==> config.mk <==
export PLATFORM = sky130hd
export DESIGN_NAME = cu_data_read_engine_multi_channel
export DESIGN_NICKNAME = d
export VERILOG_FILES = /design/src/rtl/cu_data_read_engine_multi_channel.sv
export SDC_FILE = /design/constraint.sdc
export NUM_CORES = 2
export LEC_CHECK = 0
export BUFFER_PORTS_ARGS = -buffer_cell sky130_fd_sc_hd__buf_2
export CAP_MARGIN = 10
export CORE_AREA = 3 3 374 228
export CTS_BUF_LIST = sky130_fd_sc_hd__clkbuf_4
export CTS_CLUSTER_DIAMETER = 200
export DETAILED_ROUTE_END_ITERATION = 7
export DIE_AREA = 0 0 377 231
export HOLD_SLACK_MARGIN = 0.12
export PLACE_DENSITY_LB_ADDON = 0.3
export SETUP_SLACK_MARGIN = 0.15
export SLEW_MARGIN = 20
export SYNTH_ARGS = -nofsm -noshare
export SYNTH_HDL_FRONTEND = slang
export SYNTH_SLANG_ARGS = --single-unit
==> constraint.sdc <==
create_clock -name clock -period 21.7 [get_ports clock]
set_clock_uncertainty 0.05 [all_clocks]
set_input_delay 2.17 -clock clock [delete_from_list [all_inputs] [get_ports clock]]
set_output_delay 2.17 -clock clock [all_outputs]
set_load 0.01 [all_outputs]
==> src/rtl/cu_data_read_engine_multi_channel.sv <==
// ---------------------------------------------------------------------------
// cu_data_read_engine_multi_channel
//
// Multi-channel array read engine. Each channel takes a job (base address,
// element count, shared/non-allocating type), splits it into cacheline read
// commands of up to ELEMS_PER_CL elements and issues them through a
// round-robin arbiter, at most MAX_OUTSTANDING unanswered commands per
// channel. Responses are latched for one cycle, then retire outstanding
// commands and add their element counts to per-channel and aggregate totals.
//
// Ports
//   clock, rstn            clock, asynchronous active-low reset
//   enabled_in             engine enable (registered before use)
//   cfg_*_in               job load: channel, base address, size, shared
//   cfg_ready_out          selected channel can accept a job (IDLE/DONE)
//   cmd_alfull_in          command buffer almost full (blocks grants)
//   data_alfull_in         data buffer almost full (blocks grants)
//   cmd_*_out              registered command: valid, channel, address,
//                          element count, shared type
//   rsp_*_in               read response: valid, channel, element count
//   channel_done_out       per-channel job complete
//   job_counter_done_out   elements completed across all channels
//   rsp_error_out          sticky: response to a channel with none pending
// ---------------------------------------------------------------------------
module cu_data_read_engine_multi_channel #(
   parameter int  NUM_CHANNELS    = 4,
   parameter int  ADDR_W          = 64,
   parameter int  SIZE_W          = 32,
   parameter int  ELEMS_PER_CL    = 32,
   parameter int  CL_BYTES        = 128,
   parameter int  MAX_OUTSTANDING = 8,
   localparam int CH_W            = (NUM_CHANNELS > 1) ? $clog2(NUM_CHANNELS) : 1,
   localparam int RS_W            = $clog2(ELEMS_PER_CL + 1),
   localparam int OS_W            = $clog2(MAX_OUTSTANDING + 1)
) (
   input  logic                    clock,
   input  logic                    rstn,
   input  logic                    enabled_in,
   input  logic                    cfg_valid_in,
   input  logic [CH_W-1:0]         cfg_channel_in,
   input  logic [ADDR_W-1:0]       cfg_address_in,
   input  logic [SIZE_W-1:0]       cfg_size_in,
   input  logic                    cfg_shared_in,
   output logic                    cfg_ready_out,
   input  logic                    cmd_alfull_in,
   input  logic                    data_alfull_in,
   output logic                    cmd_valid_out,
   output logic [CH_W-1:0]         cmd_channel_out,
   output logic [ADDR_W-1:0]       cmd_address_out,
   output logic [RS_W-1:0]         cmd_real_size_out,
   output logic                    cmd_shared_out,
   input  logic                    rsp_valid_in,
   input  logic [CH_W-1:0]         rsp_channel_in,
   input  logic [RS_W-1:0]         rsp_real_size_in,
   output logic [NUM_CHANNELS-1:0] channel_done_out,
   output logic [SIZE_W-1:0]       job_counter_done_out,
   output logic                    rsp_error_out
);

   typedef enum logic [1:0] {
      ST_IDLE  = 2'd0,
      ST_ISSUE = 2'd1,
      ST_DRAIN = 2'd2,
      ST_DONE  = 2'd3
   } ch_state_e;

   ch_state_e         state_q       [NUM_CHANNELS];
   ch_state_e         state_d       [NUM_CHANNELS];
   logic [ADDR_W-1:0] base_q        [NUM_CHANNELS];
   logic [ADDR_W-1:0] base_d        [NUM_CHANNELS];
   logic [SIZE_W-1:0] size_q        [NUM_CHANNELS];
   logic [SIZE_W-1:0] size_d        [NUM_CHANNELS];
   logic              shared_q      [NUM_CHANNELS];
   logic              shared_d      [NUM_CHANNELS];
   logic [SIZE_W-1:0] remaining_q   [NUM_CHANNELS];
   logic [SIZE_W-1:0] remaining_d   [NUM_CHANNELS];
   logic [SIZE_W-1:0] issued_q      [NUM_CHANNELS];
   logic [SIZE_W-1:0] issued_d      [NUM_CHANNELS];
   logic [OS_W-1:0]   outstanding_q [NUM_CHANNELS];
   logic [OS_W-1:0]   outstanding_d [NUM_CHANNELS];
   logic [SIZE_W-1:0] completed_q   [NUM_CHANNELS];
   logic [SIZE_W-1:0] completed_d   [NUM_CHANNELS];

   logic              enabled_q;
   logic [CH_W-1:0]   rr_ptr_q, rr_ptr_d;
   logic              rsp_vld_q;
   logic [CH_W-1:0]   rsp_ch_q;
   logic [RS_W-1:0]   rsp_rs_q;

   logic              cmd_valid_q, cmd_valid_d;
   logic [CH_W-1:0]   cmd_channel_q, cmd_channel_d;
   logic [ADDR_W-1:0] cmd_address_q, cmd_address_d;
   logic [RS_W-1:0]   cmd_real_size_q, cmd_real_size_d;
   logic              cmd_shared_q, cmd_shared_d;
   logic [SIZE_W-1:0] job_counter_q, job_counter_d;
   logic              rsp_error_q, rsp_error_d;

   logic                    issue_gate;
   logic [NUM_CHANNELS-1:0] eligible;
   logic                    grant_vld;
   logic [CH_W-1:0]         grant_ch;
   logic [RS_W-1:0]         grant_rs;
   logic                    rsp_ok;

   // Elements carried by the next command: the tail of the job or a full line.
   function automatic logic [RS_W-1:0] clamp_real_size(input logic [SIZE_W-1:0] rem);
      if (rem >= SIZE_W'(ELEMS_PER_CL)) begin
         return RS_W'(ELEMS_PER_CL);
      end
      return rem[RS_W-1:0];
   endfunction

   // ---- stage 0: eligibility and round-robin grant ----
   always_comb begin
      issue_gate = enabled_q & ~cmd_alfull_in & ~data_alfull_in;
      eligible   = '0;
      for (int c = 0; c < NUM_CHANNELS; c++) begin
         eligible[c] = issue_gate && (state_q[c] == ST_ISSUE) &&
                       (remaining_q[c] != '0) &&
                       (outstanding_q[c] < OS_W'(MAX_OUTSTANDING));
      end
   end

   always_comb begin
      int idx;
      idx       = 0;
      grant_vld = 1'b0;
      grant_ch  = '0;
      // Scan starting at the pointer so the most recently granted channel
      // is considered last.
      for (int i = 0; i < NUM_CHANNELS; i++) begin
         idx = int'(rr_ptr_q) + i;
         if (idx >= NUM_CHANNELS) idx = idx - NUM_CHANNELS;
         if (!grant_vld && eligible[idx[CH_W-1:0]]) begin
            grant_vld = 1'b1;
            grant_ch  = CH_W'(idx);
         end
      end
      grant_rs = clamp_real_size(remaining_q[grant_ch]);
      rr_ptr_d = rr_ptr_q;
      if (grant_vld) begin
         if (int'(grant_ch) == NUM_CHANNELS - 1) rr_ptr_d = '0;
         else                                    rr_ptr_d = grant_ch + 1'b1;
      end
   end

   // ---- stage 1: per-channel state, counters and latched responses ----
   always_comb begin
      logic cfg_hit, gnt_hit, rsp_hit;
      cfg_hit = 1'b0;
      gnt_hit = 1'b0;
      rsp_hit = 1'b0;
      rsp_ok  = 1'b0;
      for (int c = 0; c < NUM_CHANNELS; c++) begin
         state_d[c]       = state_q[c];
         base_d[c]        = base_q[c];
         size_d[c]        = size_q[c];
         shared_d[c]      = shared_q[c];
         remaining_d[c]   = remaining_q[c];
         issued_d[c]      = issued_q[c];
         outstanding_d[c] = outstanding_q[c];
         completed_d[c]   = completed_q[c];

         cfg_hit = cfg_valid_in && (int'(cfg_channel_in) == c) &&
                   ((state_q[c] == ST_IDLE) || (state_q[c] == ST_DONE));
         gnt_hit = grant_vld && (int'(grant_ch) == c);
         // A response is only honoured if the channel has something pending.
         rsp_hit = rsp_vld_q && (int'(rsp_ch_q) == c) && (outstanding_q[c] != '0);
         if (rsp_hit) rsp_ok = 1'b1;

         if (cfg_hit) begin
            base_d[c]        = cfg_address_in;
            size_d[c]        = cfg_size_in;
            shared_d[c]      = cfg_shared_in;
            remaining_d[c]   = cfg_size_in;
            issued_d[c]      = '0;
            outstanding_d[c] = '0;
            completed_d[c]   = '0;
            state_d[c]       = (cfg_size_in == '0) ? ST_DONE : ST_ISSUE;
         end else begin
            if (gnt_hit) begin
               remaining_d[c] = remaining_q[c] - SIZE_W'(grant_rs);
               issued_d[c]    = issued_q[c] + 1'b1;
            end
            if (gnt_hit && !rsp_hit)      outstanding_d[c] = outstanding_q[c] + 1'b1;
            else if (!gnt_hit && rsp_hit) outstanding_d[c] = outstanding_q[c] - 1'b1;
            if (rsp_hit) completed_d[c] = completed_q[c] + SIZE_W'(rsp_rs_q);

            case (state_q[c])
               ST_ISSUE: if (gnt_hit && (remaining_q[c] == SIZE_W'(grant_rs)))
                            state_d[c] = ST_DRAIN;
               ST_DRAIN: if ((outstanding_q[c] == '0) && (completed_q[c] >= size_q[c]))
                            state_d[c] = ST_DONE;
               default:  ;
            endcase
         end
      end
   end

   always_comb begin
      job_counter_d = job_counter_q;
      rsp_error_d   = rsp_error_q;
      if (rsp_vld_q) begin
         if (rsp_ok) job_counter_d = job_counter_q + SIZE_W'(rsp_rs_q);
         else        rsp_error_d   = 1'b1;
      end
   end

   always_comb begin
      cmd_valid_d     = grant_vld;
      cmd_channel_d   = cmd_channel_q;
      cmd_address_d   = cmd_address_q;
      cmd_real_size_d = cmd_real_size_q;
      cmd_shared_d    = cmd_shared_q;
      if (grant_vld) begin
         cmd_channel_d   = grant_ch;
         cmd_address_d   = base_q[grant_ch] +
                           (ADDR_W'(issued_q[grant_ch]) * ADDR_W'(CL_BYTES));
         cmd_real_size_d = grant_rs;
         cmd_shared_d    = shared_q[grant_ch];
      end
   end

   always_comb begin
      cfg_ready_out    = 1'b0;
      channel_done_out = '0;
      for (int c = 0; c < NUM_CHANNELS; c++) begin
         channel_done_out[c] = (state_q[c] == ST_DONE);
         if ((int'(cfg_channel_in) == c) &&
             ((state_q[c] == ST_IDLE) || (state_q[c] == ST_DONE)))
            cfg_ready_out = 1'b1;
      end
   end

   // ---- registers ----
   always_ff @(posedge clock or negedge rstn) begin
      if (!rstn) begin
         for (int c = 0; c < NUM_CHANNELS; c++) begin
            state_q[c]       <= ST_IDLE;
            base_q[c]        <= '0;
            size_q[c]        <= '0;
            shared_q[c]      <= 1'b0;
            remaining_q[c]   <= '0;
            issued_q[c]      <= '0;
            outstanding_q[c] <= '0;
            completed_q[c]   <= '0;
         end
         enabled_q       <= 1'b0;
         rr_ptr_q        <= '0;
         rsp_vld_q       <= 1'b0;
         rsp_ch_q        <= '0;
         rsp_rs_q        <= '0;
         cmd_valid_q     <= 1'b0;
         cmd_channel_q   <= '0;
         cmd_address_q   <= '0;
         cmd_real_size_q <= '0;
         cmd_shared_q    <= 1'b0;
         job_counter_q   <= '0;
         rsp_error_q     <= 1'b0;
      end else begin
         for (int c = 0; c < NUM_CHANNELS; c++) begin
            state_q[c]       <= state_d[c];
            base_q[c]        <= base_d[c];
            size_q[c]        <= size_d[c];
            shared_q[c]      <= shared_d[c];
            remaining_q[c]   <= remaining_d[c];
            issued_q[c]      <= issued_d[c];
            outstanding_q[c] <= outstanding_d[c];
            completed_q[c]   <= completed_d[c];
         end
         enabled_q       <= enabled_in;
         rr_ptr_q        <= rr_ptr_d;
         rsp_vld_q       <= rsp_valid_in;
         rsp_ch_q        <= rsp_channel_in;
         rsp_rs_q        <= rsp_real_size_in;
         cmd_valid_q     <= cmd_valid_d;
         cmd_channel_q   <= cmd_channel_d;
         cmd_address_q   <= cmd_address_d;
         cmd_real_size_q <= cmd_real_size_d;
         cmd_shared_q    <= cmd_shared_d;
         job_counter_q   <= job_counter_d;
         rsp_error_q     <= rsp_error_d;
      end
   end

   assign cmd_valid_out        = cmd_valid_q;
   assign cmd_channel_out      = cmd_channel_q;
   assign cmd_address_out      = cmd_address_q;
   assign cmd_real_size_out    = cmd_real_size_q;
   assign cmd_shared_out       = cmd_shared_q;
   assign job_counter_done_out = job_counter_q;
   assign rsp_error_out        = rsp_error_q;

endmodule

==> flow_summary.json <==
{
  "die_area_sq_um": 87100,
  "synthArstFlopShare_pct": 100,
  "stdcell_area_sq_um": 53800,
  "min_period_over_period_pct": 43.6,
  "vias_per_cell": 6.05,
  "power_leakage_uw": 0.0262,
  "synth-adder-area-share_pct": 6.76,
  "setup_viol": 0,
  "arrival_ns": 10.46,
  "cts-hold-fix-buffers": 0,
  "worstSetupStartpointType": "primary input",
  "cp-startpoint": "cmd_alfull_in",
  "ff2ff_setup_slack_ns": 12.51,
  "drv_cap": 0,
  "place_ws_ns": 11.46,
  "synth_top_family_by_area": "simple AND/OR/NAND/NOR gates",
  "drtIter0Drc": 4843,
  "avgRoutedWirePerCell_um": 20.6,
  "drtAntennaViolNets": 0,
  "cts_buffers": 213,
  "cts_sinks": 915,
  "tns_ns": 0,
  "synth_top_area_share_pct": 46.5,
  "post-synth-top-area-cell": "dfrtp_1",
  "synthTopCellsByArea": "dfrtp_1 47%, nand2_1 12%, ha_1 6.1%, o21ai_0 3.9%, xnor2_1 3.8%",
  "synthMuxAreaShare_pct": 0.783,
  "synthesis.area_sq_um": 49200,
  "worstMarginPinSlew_ns": 1.11,
  "gr-total-overflow": 0,
  "hold_ws_ns": 0.422,
  "critPathMaxStageDelay_ns": 0.83,
  "max_freq_mhz": 106,
  "nFillCells": 6732,
  "slew_headroom_pct": 25.8,
  "ys_ff_latch": 915,
  "num_rows": 81,
  "synth.yosys.warnings": 0,
  "clk_pin_slew_ns": 0.07,
  "worstHoldStart": "base_q[103]$_DFFE_PN0P_",
  "crit_buf_inv": 3,
  "port_buffers": 225,
  "cp_max_fo": 88,
  "finalWirelength_um": 147000,
  "grt_first_pass_wirelength_um": 231000,
  "worstSkewPairLatency_ns": 1.16,
  "cts.repair.resized": 0,
  "synth_edf_count": 0,
  "critPathCaptureType": "flop",
  "synthXorXnorAreaFrac_pct": 6.83,
  "most-common-layout-cells": "1513 x nand2_1, 915 x dfrtp_1, 388 x o21ai_0, 386 x nor2_1, 303 x clkbuf_4",
  "min_path_type": "reg -> reg",
  "initial_core_util_pct": 60.3,
  "ios": 226,
  "seq_area_frac_synth_pct": 46.5,
  "dp_hpwl_um": 101000,
  "first_global_vias": 40800,
  "pwr_density_cell_nw_per_um2": 119,
  "crit_slowest_cell": "buf_4",
  "grt_max_degree": 164,
  "syn_area_per_cell_sq_um": 8.69,
  "crit_family": "simple AND/OR/NAND/NOR gates",
  "tritoncts": "done",
  "slew_viol_final": 0,
  "synth_cells": 5666,
  "drive_gt1_share_pct": 11.1,
  "syn2layout_area_growth_pct": 9.30,
  "rsz0062_at_grt": "no",
  "dieHeight_um": 231,
  "critical_path_class": "in -> reg",
  "r2r-start": "remaining_q[85]$_DFFE_PN0P_",
  "cts_max_level": 4,
  "period_minus_slack_ns": 9.46,
  "synthFlopType": "dfrtp_1",
  "synth-simple-area-share_pct": 24.3,
  "nets": 6263,
  "grtUsageTotal_pct": 33.8,
  "yosysUniqueCellTypes": 86,
  "hold_viol_final": 0,
  "finalWorstSetupSlack_ns": 12.24,
  "crit_chain": "buf_2 -> nor3b_1 -> nand3b_1 -> a31o_2 -> a221o_1 -> nor2_8 -> buf_4 -> buf_4 -> nand2_1 -> and3_1 -> a31oi_1 -> ha_1 -> nand3_1 -> nor3_1 -> and3_1 -> a222oi_1 -> a211oi_1 -> nor4b_1 -> nor3_1 -> nor4b_4 -> nand4_2 -> or4_1 -> a31oi_1",
  "synth_compound_area_share_pct": 11.2,
  "status": "finished clean",
  "crit_required_ns": 22.70,
  "fin_util_pct": 65.9,
  "place_area_sq_um": 51100,
  "core_sq_um": 81700,
  "antenna_found_initial": 11,
  "die_w_um": 377,
  "synth_fp_nets": 6035,
  "final_common_cell": "nand2_1",
  "cts-root-buf": "clkbuf_4",
  "clock_path_buffers": 3,
  "vias": 43200,
  "gp_congestion": 0.935,
  "drc_errors": 0,
  "ir_worst_vdd_uv": 63.3,
  "first_pass_iters": 6,
  "post_cts_buffers": 0
}
[flip-flops by register name, indices dropped and copies added (netlist names), 16 cells and up]
signal	count
completed_q	128
cmd_address_out	64
remaining_q	128
base_q	256
outstanding_q	16
issued_q	128
job_counter_done_out	32
size_q	128
[cell usage after synthesis (all sizes together), types with 5 or more instances]
cell type     n
nand2b       32
and3        150
nand3b        8
xnor2       211
nor4         67
o21bai       10
o21a          9
buf          37
a21oi       222
nand2      1513
or3          81
a211oi       43
fa           14
nand4        76
o31ai        10
a21boi        6
nand4b        7
nor3         77
dfrtp       915
inv         206
mux2i        25
a211o         5
o21ai       389
and2         11
nand3       139
nor2        388
xor2        173
mux2         10
nor2b        36
nor3b         7
a2111oi       5
clkbuf      223
a31o          7
a31oi        83
ha          241
nor4b         5
o211ai       10
or2          24
o211a         6
and4         15
a21o        102
or4          25
[cell type report]
cell class	instances	area [sq um]	share of cell area (%)
diodes	11	27.5	0.0512
clock buffers	303	2270	4.23
clock inverters	63	314	0.584
inverters	207	783	1.46
multi-input cells	4284	24600	45.8
flip-flops and latches	915	22900	42.6
well taps	1079	1350	2.51
repair buffers	273	1530	2.84
[metal layers]
layer / track usage, % / up-vias / wire length (um)
li1: - / 19700 / -
met1: 51.7 / 20900 / 65800
met2: 44.5 / 2223 / 58300
met3: 11.0 / 314 / 18500
met4: 11.8 / 8 / 4310
met5: 0 / - / 50
[power by group]
part           internal, uW  switching [uW]  total (uW)  leakage, uW
Clock                   663             724        1390      0.00154
Combinational           902            1310        2210       0.0130
Sequential             2320             481        2800       0.0117
Total                  3890            2510        6400       0.0262
[worst min-delay path: stages, from the launching register on]
cell,delay [ns]
dfrtp_1,0.34
nand2_1,0.05
nand2_1,0.05
[worst paths after layout]
check | end | cells past startpoint
worst max-delay path | cmd_address_out[56]$_DFFE_PN0N_ | 23
worst min-delay path | base_q[103]$_DFFE_PN0P_ | 2
worst max register to register | cmd_address_out[56]$_DFFE_PN0N_ | 23
worst min register to register | base_q[103]$_DFFE_PN0P_ | 2
max in group asynchronous | completed_q[44]$_DFFE_PN0P_ | 5
min in group asynchronous | shared_q[0]$_DFFE_PN0P_ | 1
[per-stage QoR]
step | total power [uW] | instances
after floorplan | 4240 | 5666
after global placement | 4860 | 6757
after detailed placement | 4970 | 6757
after CTS | 6370 | 7123
after global routing | 6850 | 7134
final | 6400 | 7135
[kinds of logic (layout without fill, tap and decap cells)]
family,after synthesis,in the layout
multiplexers,36,36
other,0,11
AO/OA/AOI/OAI,935,935
flip-flops,915,915
adder cells (fa/ha/maj),258,258
buffers and inverters,467,846
AND/OR/NAND/NOR,2671,2671
XOR/XNOR,384,384
No activity file was read; power rests on OpenSTA's default activity.
